$ cat config.mk
export PLATFORM = sky130hd
export DESIGN_NAME = alu_muldiv
export DESIGN_NICKNAME = d
export VERILOG_FILES = /design/src/rtl/alu_muldiv_pkg.sv /design/src/rtl/alu_muldiv.sv
export SDC_FILE = /design/constraint.sdc
export NUM_CORES = 1
export LEC_CHECK = 0
export CORE_MARGIN = 5
export CORE_UTILIZATION = 65
export CTS_CLUSTER_DIAMETER = 30
export DETAILED_ROUTE_END_ITERATION = 8
export GPL_ROUTABILITY_DRIVEN = 0
export MAX_ROUTING_LAYER = met4
export PLACE_DENSITY = 0.84
export SYNTH_ARGS = -nofsm -noshare
export SYNTH_HDL_FRONTEND = slang
export SYNTH_SLANG_ARGS = --single-unit
$ cat constraint.sdc
create_clock -name clk_i -period 9.9 [get_ports clk_i]
set_input_delay 2.97 -clock clk_i [delete_from_list [all_inputs] [get_ports clk_i]]
set_output_delay 2.97 -clock clk_i [all_outputs]
set_load 0.01 [all_outputs]
$ cat src/rtl/alu_muldiv_pkg.sv
// Shared op codes, state codes and op-classification helpers for the
// iterative RV M-extension multiply/divide unit.
package alu_muldiv_pkg;

    localparam logic [2:0] MD_OP_MUL    = 3'd0;
    localparam logic [2:0] MD_OP_MULH   = 3'd1;
    localparam logic [2:0] MD_OP_MULHSU = 3'd2;
    localparam logic [2:0] MD_OP_MULHU  = 3'd3;
    localparam logic [2:0] MD_OP_DIV    = 3'd4;
    localparam logic [2:0] MD_OP_DIVU   = 3'd5;
    localparam logic [2:0] MD_OP_REM    = 3'd6;
    localparam logic [2:0] MD_OP_REMU   = 3'd7;

    localparam logic [1:0] MD_ST_IDLE = 2'd0;
    localparam logic [1:0] MD_ST_CALC = 2'd1;
    localparam logic [1:0] MD_ST_FIX  = 2'd2;
    localparam logic [1:0] MD_ST_DONE = 2'd3;

    function automatic logic op_is_div(input logic [2:0] op);
        return op[2];
    endfunction

    function automatic logic op_left_signed(input logic [2:0] op);
        return (op == MD_OP_MULH) || (op == MD_OP_MULHSU) ||
               (op == MD_OP_DIV)  || (op == MD_OP_REM);
    endfunction

    function automatic logic op_right_signed(input logic [2:0] op);
        return (op == MD_OP_MULH) || (op == MD_OP_DIV) || (op == MD_OP_REM);
    endfunction

endpackage

$ cat src/rtl/alu_muldiv.sv
// Iterative multiply/divide unit: radix-2 shift-add multiply and restoring
// divide on operand magnitudes, one bit per enabled cycle, sign fix-up at the end.
module alu_muldiv
    import alu_muldiv_pkg::*;
#(
    parameter int unsigned XLEN  = 32,
    parameter int unsigned CNT_W = $clog2(XLEN) + 1
) (
    input  logic            clk_i,
    input  logic            reset_i,
    input  logic            clk_en_i,
    input  logic            req_valid_i,
    output logic            req_ready_o,
    input  logic [2:0]      req_op_i,
    input  logic [XLEN-1:0] req_left_i,
    input  logic [XLEN-1:0] req_right_i,
    input  logic            kill_i,
    output logic            rsp_valid_o,
    input  logic            rsp_ready_i,
    output logic [XLEN-1:0] rsp_result_o,
    output logic            busy_o
);

    logic [1:0]      state_q, state_d;
    logic [2:0]      op_q, op_d;
    logic            sign_l_q, sign_l_d, sign_r_q, sign_r_d;
    logic [CNT_W-1:0] cnt_q, cnt_d;
    logic [XLEN-1:0] hi_q, hi_d, lo_q, lo_d, opnd_q, opnd_d, result_q, result_d;

    function automatic logic [XLEN-1:0] negate_if(input logic [XLEN-1:0] v, input logic neg);
        return neg ? -v : v;
    endfunction

    logic            left_neg, right_neg, div_zero, div_ovf, accept;
    logic [XLEN-1:0] left_mag, right_mag, special_res;
    logic [XLEN:0]   mul_sum, div_shift, div_diff;
    logic            div_ge;
    logic [2*XLEN-1:0] prod_fix;

    assign req_ready_o  = (state_q == MD_ST_IDLE) & ~kill_i;
    assign rsp_valid_o  = (state_q == MD_ST_DONE);
    assign busy_o       = (state_q != MD_ST_IDLE);
    assign rsp_result_o = result_q;
    assign accept       = req_valid_i & req_ready_o;

    assign left_neg  = op_left_signed(req_op_i)  & req_left_i[XLEN-1];
    assign right_neg = op_right_signed(req_op_i) & req_right_i[XLEN-1];
    assign left_mag  = negate_if(req_left_i, left_neg);
    assign right_mag = negate_if(req_right_i, right_neg);

    assign div_zero = op_is_div(req_op_i) & (req_right_i == '0);
    assign div_ovf  = ((req_op_i == MD_OP_DIV) || (req_op_i == MD_OP_REM)) &
                      (req_left_i == {1'b1, {(XLEN-1){1'b0}}}) & (req_right_i == '1);
    // op[1] separates the REM pair from the DIV pair
    assign special_res = div_zero ? (req_op_i[1] ? req_left_i : '1)
                                  : (req_op_i[1] ? '0 : req_left_i);

    // Multiply: {hi,lo} shifts right, lo holds the unconsumed multiplier bits
    assign mul_sum   = lo_q[0] ? ({1'b0, hi_q} + {1'b0, opnd_q}) : {1'b0, hi_q};
    // Divide: {hi,lo} shifts left, hi is the partial remainder, lo fills with quotient bits
    assign div_shift = {hi_q, lo_q[XLEN-1]};
    assign div_diff  = div_shift - {1'b0, opnd_q};
    assign div_ge    = ~div_diff[XLEN];
    assign prod_fix  = (sign_l_q ^ sign_r_q) ? -{hi_q, lo_q} : {hi_q, lo_q};

    always_comb begin
        state_d  = state_q;
        op_d     = op_q;
        sign_l_d = sign_l_q;
        sign_r_d = sign_r_q;
        cnt_d    = cnt_q;
        hi_d     = hi_q;
        lo_d     = lo_q;
        opnd_d   = opnd_q;
        result_d = result_q;
        case (state_q)
            MD_ST_IDLE: begin
                if (accept) begin
                    op_d     = req_op_i;
                    sign_l_d = left_neg;
                    sign_r_d = right_neg;
                    cnt_d    = CNT_W'(XLEN);
                    hi_d     = '0;
                    lo_d     = op_is_div(req_op_i) ? left_mag : right_mag;
                    opnd_d   = op_is_div(req_op_i) ? right_mag : left_mag;
                    if (div_zero || div_ovf) begin
                        result_d = special_res;
                        state_d  = MD_ST_DONE;
                    end else begin
                        state_d  = MD_ST_CALC;
                    end
                end
            end
            MD_ST_CALC: begin
                if (kill_i) begin
                    state_d = MD_ST_IDLE;
                end else begin
                    if (op_is_div(op_q)) begin
                        hi_d = div_ge ? div_diff[XLEN-1:0] : div_shift[XLEN-1:0];
                        lo_d = {lo_q[XLEN-2:0], div_ge};
                    end else begin
                        hi_d = mul_sum[XLEN:1];
                        lo_d = {mul_sum[0], lo_q[XLEN-1:1]};
                    end
                    cnt_d = cnt_q - CNT_W'(1);
                    if (cnt_q == CNT_W'(1)) begin
                        state_d = MD_ST_FIX;
                    end
                end
            end
            MD_ST_FIX: begin
                if (kill_i) begin
                    state_d = MD_ST_IDLE;
                end else begin
                    if (!op_is_div(op_q)) begin
                        result_d = (op_q == MD_OP_MUL) ? prod_fix[XLEN-1:0] : prod_fix[2*XLEN-1:XLEN];
                    end else if (op_q[1]) begin
                        result_d = negate_if(hi_q, sign_l_q);
                    end else begin
                        result_d = negate_if(lo_q, sign_l_q ^ sign_r_q);
                    end
                    state_d = MD_ST_DONE;
                end
            end
            default: begin
                if (kill_i || rsp_ready_i) begin
                    state_d = MD_ST_IDLE;
                end
            end
        endcase
    end

    always_ff @(posedge clk_i) begin
        if (reset_i) begin
            state_q  <= MD_ST_IDLE;
            op_q     <= '0;
            sign_l_q <= 1'b0;
            sign_r_q <= 1'b0;
            cnt_q    <= '0;
            hi_q     <= '0;
            lo_q     <= '0;
            opnd_q   <= '0;
            result_q <= '0;
        end else if (clk_en_i) begin
            state_q  <= state_d;
            op_q     <= op_d;
            sign_l_q <= sign_l_d;
            sign_r_q <= sign_r_d;
            cnt_q    <= cnt_d;
            hi_q     <= hi_d;
            lo_q     <= lo_d;
            opnd_q   <= opnd_d;
            result_q <= result_d;
        end
    end

endmodule

Word level (Yosys, flattened, before mapping)
Index checks and enable logic that the tools add are counted.
W data, S select, Z words.
{ "op_classes": {"add_sub_neg": 8, "eq_ne": 15, "muxes": 37, "bitwise": 10, "n_reduce_logical": 19} }
{ "op_table": {"columns": ["cell", "n"], "rows": [
  ["$mux W32", 22],
  ["$pmux W32 S2", 3],
  ["$neg A32 Y32", 4],
  ["$eq A32 B32 Y1 const B", 2],
  ["$mux W64", 1],
  ["$neg A64 Y64", 1],
  ["$add A32 B32 Y33", 1],
  ["$mux W33", 1],
  ["$sub A33 B32 Y33", 1],
  ["$logic_not A32 Y1", 1],
  ["$mux W2", 6],
  ["$mux W6", 2],
  ["$pmux W6 S2", 1],
  ["$logic_or A1 B1 Y1", 8],
  ["$reduce_and A4 Y1", 2],
  ["$and A1 B1 Y1", 7],
  ["$eq A3 B3 Y1 const B", 2],
  ["$eq A6 B1 Y1 const B", 1],
  ["$ne A2 B2 Y1 const B", 3],
  ["$pmux W2 S3", 1],
  ["$reduce_bool A2 Y1", 3],
  ["$sub A6 B1 Y6 const B", 1],
  ["$reduce_and A5 Y1", 1],
  ["$eq A2 B2 Y1 const B", 2],
  ["11 further kinds", 12]
]} }
{ "totals": {"regBits": 141} }

Longest topological paths before layout
Gate-level depths: netlist (run 1).
{ "depth": {"word_depth": 9, "mapped_depth": 15} }

Worst setup path before layout (run 1)
No wires, ideal clock.
{ "synth_timing": {"path_type": "in2out", "from": "in kill_i", "to": "out req_ready_o", "t_arrival_ps": 3127, "slack_ps": 3803, "stages": 1, "path_cell_list": "nor2_1"} }
{ "synth_via": {"elab_chain_len": 2} }
{ "synth_rtl": {"columns": ["item", "line_no", "source"], "rows": [
  ["start, declared", "alu_muldiv.sv:17", "input logic kill_i,"],
  ["$not A1 Y1", "alu_muldiv.sv:40", "assign req_ready_o = (state_q == MD_ST_IDLE) & ~kill_i;"],
  ["$and A1 B1 Y1", "alu_muldiv.sv:40", null],
  ["end, declared", "alu_muldiv.sv:13", "output logic req_ready_o,"]
]} }
Every way passes these cells.

Worst setup path after layout (run 1)
Ends and elaborated chain as after synthesis.

==> summary.md, run 1 <==
| Metric | Value |
|---|---|
| Status | `finished clean` |
| RSZ-0062 raised after global routing | `no` |
| H-tree depth | `4` |
| TritonCTS Buffers | `17` |
| Top delay family on crit path | `buffers and inverters` |
| Max Freq | `141 MHz` |
| Compound-Gate Fraction of Synth Area | `29.2%` |
| Seq pwr share | `33.0%` |
| Setup WS post-layout | `2800 ps` |
| Largest family of logic cells by synthesized area | `compound AO/OA/AOI/OAI gates` |
| Post-CTS setup buffers | `0` |
| Sequential fraction of the synthesis area | `a little under a fifth` |
| Syn Area/Cell | `7.12 um2` |
| Die X | `164 um` |
| Grt ovf | `0` |
| Final hold violation count | `0` |
| Layout Area Growth over Synthesis | `10.3%` |
| Main synth FF type | `dfxtp_1` |
| Synth area leader | `dfxtp_1` |
| Worst VDD drop | `0.000114 V` |
| Cell Pwr Density | `110 mW/mm2` |
| Worst slack, placed | `approximately 2800 ps` |
| Routed len/inst | `22.2 um` |
| Port bufs | `107` |
| Hold_buf cts | `0` |
| Worst path arrival time | `just over 4000 ps` |
| Synth area leaders | `dfxtp_1 (18%), ha_1 (6.1%), nor2_1 (5.9%)` |
| Final Skew | `13.7 ps` |
| Slew @ Worst Pin | `1280 ps` |
| Syn Std Cell Area | `roughly 0.015 mm2` |
| Post-Synth Simple-Gate Area | `roughly 22%` |
| Max-slew headroom | `14.3%` |
| Leak Pwr | `6.39 nW` |
| Post-synth EDFFs | `0` |
| Die Y | `approximately 160 um` |
| CP Cell Sequence | `clkdlybuf4s50_1 -> nor2_1 -> clkdlybuf4s50_1` |
| Initial core utilization | `about two thirds` |
| First-pass DRT Iterations | `7` |
| Pwr Total | `1.87 mW` |
| Max-cap violations | `0` |
| Initial DRC Count | `2921` |
| Critical path launch point type | `primary input` |
| Maximum clock path buffer count | `2` |
| Vias in the first global route | `15817` |
| P_sw | `0.704 mW` |
| CP endpoint kind | `output pin` |
| Final TNS setup | `0 ps` |
| Syn_nets | `2317` |
| Period minus WS final | `7100 ps` |
| Mapped Cells | `approximately 2200` |
| Share of the synthesized area in the top cell type | `18.3%` |
| Setup violators final | `0` |
| Final nets | `2299` |
| Core Box Area | `0.0234 mm2` |
| Mux share of post-synthesis cell area | `5.82%` |
| Clk pwr share | `35.7%` |
| Initial antenna violation count | `0` |
| Total Wirelength | `55100 um` |
| Vias per Instance | `approximately 7` |
| Adder-Cell Fraction of Synth Area | `7.18%` |
| Reg clk slew, reported paths | `approximately 70 ps` |
| Largest net degree at the start of global routing | `83` |
| Int Power | `approximately 1.2 mW` |
| Antenna cell count | `0` |
| Commonest cells in the netlist | `nor2_1 (244), nand2_1 (232), a21oi_1 (181)` |
| Dpl cells | `2449` |
| Clock sink count | `141` |
| Hold WS | `451 ps` |
| GRT Util Overall | `around 41%` |
| Crit path largest cell delay | `560 ps` |
| Hold Path Class | `register to register` |
| Xor/xnor share of the synthesized area | `11.0%` |
| DRC viols | `0` |
| Synth Register Bits | `141` |
| CTS tree | `yes` |
| Warnings from Yosys | `0` |
| Worst path slowest cell | `clkdlybuf4s50_1` |
| Die ar. | `about 0.027 mm2` |
| Root buffer cell | `clkbuf_16` |
| Critical path data required time | `6930 ps` |
| Combinational power share | `a little under a third` |
| Post-cts resize count | `0` |
| Routed Antenna Nets | `0` |
| Critical path buffers and inverters | `2` |
| Sw Ratio | `37.6%` |
| Count leader, synth | `nor2_1` |
| Via count | `17189` |
| Slew Viols, Final | `0` |
| Cell mode on critical path | `clkdlybuf4s50_1` |
| Crit-path max FO | `5` |
| IO Pins | `108` |
| Distinct cells, synth | `84` |
| Final period util | `a little under three quarters` |
| Asr flop ratio synth | `0%` |
| # rows | `56` |
| Clk Latency, worst-skew pair | `450 ps` |
| WS Path Type | `primary input to output pin` |
| Share of cells above drive strength 1 | `5.50%` |
| DP HPWL | `40600 um` |
| Wire length of the first global-routing pass | `~85000 um` |
| Post-Layout Cell Count | `approximately 2500` |
layer usage:
layer	routed length, um	track usage, %	vias up	part of all wire (%)
met3	6790	10.7	218	12
met4	3720	24.3	0	6.8
met5	0	-	-	0
met2	24000	60.4	1148	43
met1	20600	50.4	7960	37
li1	-	-	7863	-
final timing paths:
check	start	cells after the start	endpoint	slack [ps]
max	kill_i	3	req_ready_o	2800
min	rsp_result_o[10]	2	rsp_result_o[10]	450
max reg2reg	hi_q[0]	13	hi_q[23]	5250
min reg2reg	rsp_result_o[10]	2	rsp_result_o[10]	450
layout make-up:
| type | instances | area (um2) |
|---|---|---|
| fill | 1871 | 6370 |
| clock inverter | 14 | 149 |
| sequential | 141 | 2830 |
| tap | 319 | 399 |
| multi-input combinational | 1789 | 11700 |
| timing repair buffer | 127 | 1210 |
| clock buffer | 18 | 439 |
| inverter | 73 | 274 |
layout by cell type (no fill, tap or decap), types with 69 or more instances in the layout:
master           Yosys  routed
a21oi_1            181     181
clkdlybuf4s50_1      0     105
nor2_1             244     243
dfxtp_1            141     140
nand2_1            232     232
inv_1               69      69
o21ai_0            120     120
a211oi_1            74      74
xnor2_1            103     101
xor2_1              91      89
ha_1                75      74
worst min-delay path, cell delays in order, from the launching register on:
cell	delay, ps
dfxtp_1	310
nand2_1	50
a21oi_1	50
power by group through the flow:
stage / clock, mW / combinational [mW] / sequential [mW]
final: 0.667 / 0.585 / 0.617
after detailed placement: 0 / 0.558 / 0.628
after global routing: 0.685 / 0.623 / 0.619
after CTS: 0.661 / 0.563 / 0.615
after global placement: 0 / 0.545 / 0.626
after floorplan: 0 / 0.397 / 0.612
logic make-up (layout without fill, tap and decap cells):
logic type | Yosys count | in the layout
AOI/OAI and AO/OA | 677 | 677
xor gates and xnor gates | 194 | 194
adders and majority gates | 90 | 90
buffers and inverters | 237 | 232
DFF | 141 | 141
muxes | 87 | 87
and+or+nand+nor | 741 | 741
per-stage QoR:
| step | utilization [%] | area [um2] |
|---|---|---|
| floorplan | - | 15400 |
| global placement | 70.3 | 16400 |
| detailed placement | 70.3 | 16400 |
| CTS | 72.8 | 17000 |
| global route | 72.8 | 17000 |
| finish | 72.8 | 17000 |
state kept, by name, indices dropped and copies added, names as in the netlist:
register      cells
rsp_result_o     32
lo_q             32
op_q              3
opnd_q           32
cnt_q             6
hi_q             32
sign_l_q          1
state_q           2
sign_r_q          1
No activity file was read; power rests on OpenSTA's default activity.
==> run 2: changes to the inputs <==
- CORE_UTILIZATION: 65 -> 56
- PLACE_DENSITY: 0.84 -> 0.76
- clock period: 9.9 -> 5.8 ns (I/O delays scaled with it)
==> summary.md, run 2 (same netlist as run 1, synthesis figures left out) <==
| Metric | Value |
|---|---|
| WHS Path Cells | `2 (unchanged)` |
| Post-CTS setup buffers | `0 (unchanged)` |
| Finished Core Util | `63.4% (-9.3 points)` |
| Leak Pwr | `6.45 nW (+0.96%)` |
| H-tree depth | `4 (unchanged)` |
| RSZ-0062 raised after global routing | `no` |
| Initial core utilization | `57.1% (-8.8 points)` |
| Worst VDD drop | `0.000154 V (+35%)` |
| Fillers | `2422 (+29%)` |
| Wire length of the first global-routing pass | `85600 um (+0.19%)` |
| CP endpoint kind | `register` |
| Grt ovf | `0 (unchanged)` |
| Vias in the first global route | `15261 (-3.5%)` |
| Most frequent cells in the layout | `nor2_1 (243), nand2_1 (232), a21oi_1 (181), dfxtp_1 (140), o21ai_0 (120)` |
| Commonest non-fill, non-tap cell in the layout | `nor2_1` |
| Cell Pwr Density | `189 mW/mm2 (+72%)` |
| Final nets | `2308 (+0.39%)` |
| Cell mode on critical path | `nand2_1` |
| R2R depth | `13 (unchanged)` |
| Clk Latency, worst-skew pair | `440 ps (about the same)` |
| First-pass DRT Iterations | `6 (-1)` |
| R2r endpoint | `hi_q[23]` |
| Hold wc startpoint | `rsp_result_o[10]` |
| Crit-path max FO | `10 (+5)` |
| Die ar. | `0.0310 mm2 (+15%)` |
| Slew @ Worst Pin | `1260 ps (-21.6 ps)` |
| Final Skew | `15.7 ps (+1.97 ps)` |
| Hold Path Class | `register to register` |
| Root buffer cell | `clkbuf_16` |
| Max-slew headroom | `15.5% (+1.2 points)` |
| Reg-to-Reg Start | `hi_q[0]` |
| Share of cells above drive strength 1 | `5.90% (+0.39 points)` |
| Clock sink count | `141 (unchanged)` |
| Routed len/inst | `22.1 um (-0.58%)` |
| Routed Antenna Nets | `0 (unchanged)` |
| Status | `finished clean` |
| Critical path data required time | `6170 ps (-760 ps)` |
| # rows | `60 (+7.1%)` |
| Die Y | `176 um (+7.3%)` |
| Max Freq | `207 MHz` |
| Crit path largest cell delay | `650 ps (+90 ps)` |
| Critical path launch point type | `primary input` |
| Port bufs | `107 (unchanged)` |
| GRT Util Overall | `35.3% (-5.7 points)` |
| Initial DRC Count | `2502 (-14%)` |
| Worst path arrival time | `5200 ps (+1070 ps)` |
| Via count | `16866 (-1.9%)` |
| Post-cts resize count | `0 (unchanged)` |
| Initial antenna violation count | `0 (unchanged)` |
| Period minus WS final | `slightly below 5000 ps` |
| Vias per Instance | `6.71 (-3.1%)` |
| Reg clk slew, reported paths | `70 ps (about the same)` |
| Final TNS setup | `0 ps (unchanged)` |
| Maximum clock path buffer count | `2 (unchanged)` |
| Setup violators final | `0 (unchanged)` |
| Worst path slowest cell | `or4_1` |
| TritonCTS Buffers | `17 (unchanged)` |
| Final hold violation count | `0 (unchanged)` |
| CTS tree | `yes` |
| DP HPWL | `42000 um (+3.5%)` |
| Die X | `176 um (+7.3%)` |
| IO Pins | `108 (unchanged)` |
| FF-to-FF setup slack | `1140 ps (-4110 ps)` |
| Largest net degree at the start of global routing | `79 (-4.8%)` |
| Layout Area Growth over Synthesis | `11.1%` |
| Hold_buf cts | `0 (unchanged)` |
| Total Wirelength | `55500 um (+0.70%)` |
| DRC viols | `0 (unchanged)` |
| Hold endpoint | `rsp_result_o[10]` |
| WS Path Type | `primary input to register` |
| Slew Viols, Final | `0 (unchanged)` |
| Core Box Area | `0.0270 mm2 (+15%)` |
| Final period util | `83.3%` |
| Max-cap violations | `0 (unchanged)` |
| CP Cell Sequence | `clkdlybuf4s50_1 -> nor4_1 -> nand2_1 -> or4_1 -> nor2_1 -> a31oi_1 -> o21ai_4 -> nand2_1 -> or2_1 -> a221o_1 -> o22ai_1` |
==> run 2: cell type report <==
cell class / count / area [um2] / area share [%]
diodes: 1 / 2.50 / 0.0146
clock buffers: 17 / 425 / 2.48
clock inverters: 15 / 188 / 1.09
inverters: 73 / 274 / 1.60
multi-input cells: 1789 / 11700 / 68.4
flip-flops and latches: 141 / 2830 / 16.5
well taps: 341 / 427 / 2.49
repair buffers: 136 / 1280 / 7.47
==> run 2: worst max-delay path, delay by kind of cell <==
family / cells / cell delay, ps
AOI/OAI and AO/OA: 4 / 950
buffers and inverters: 1 / 530
and+or+nand+nor: 6 / 2010
==> run 2: per-stage QoR <==
stage	setup WS [ps]	power, mW	instances	cell area (um2)	hold WS (ps)
floorplan	1560	1.72	2167	15400	449
global placement	758	2.02	2480	16500	462
detailed placement	633	2.04	2480	16500	459
CTS	1070	3.20	2512	17100	470
global route	797	3.35	2512	17100	489
finish	966	3.23	2513	17100	471
==> run 2: worst max path at each step <==
stage               startpoint                to  slack (ps)
2_1_floorplan  req_right_i[20]  rsp_result_o[27]        1560
3_3_place_gp     req_left_i[4]  rsp_result_o[27]         760
3_5_place_dp    req_right_i[0]  rsp_result_o[27]         630
4_1_cts         req_right_i[0]  rsp_result_o[27]        1070
5_1_grt          req_left_i[2]  rsp_result_o[28]         800
6_report         req_left_i[2]  rsp_result_o[27]         970
==> run 2: power breakdown <==
group	internal [mW]	leakage (nW)	switching, mW
Combinational	0.376	5.01	0.623
Sequential	0.998	1.14	0.0573
Clock	0.657	0.304	0.523
Total	2.03	6.45	1.20
==> run 2: routing by layer <==
layer	routed length (um)	track usage [%]	vias to the layer above
met2	24200	52.6	1031
met5	0	-	-
met1	22200	46.0	7808
met4	3350	18.9	0
met3	5740	5.87	165
li1	-	-	7862
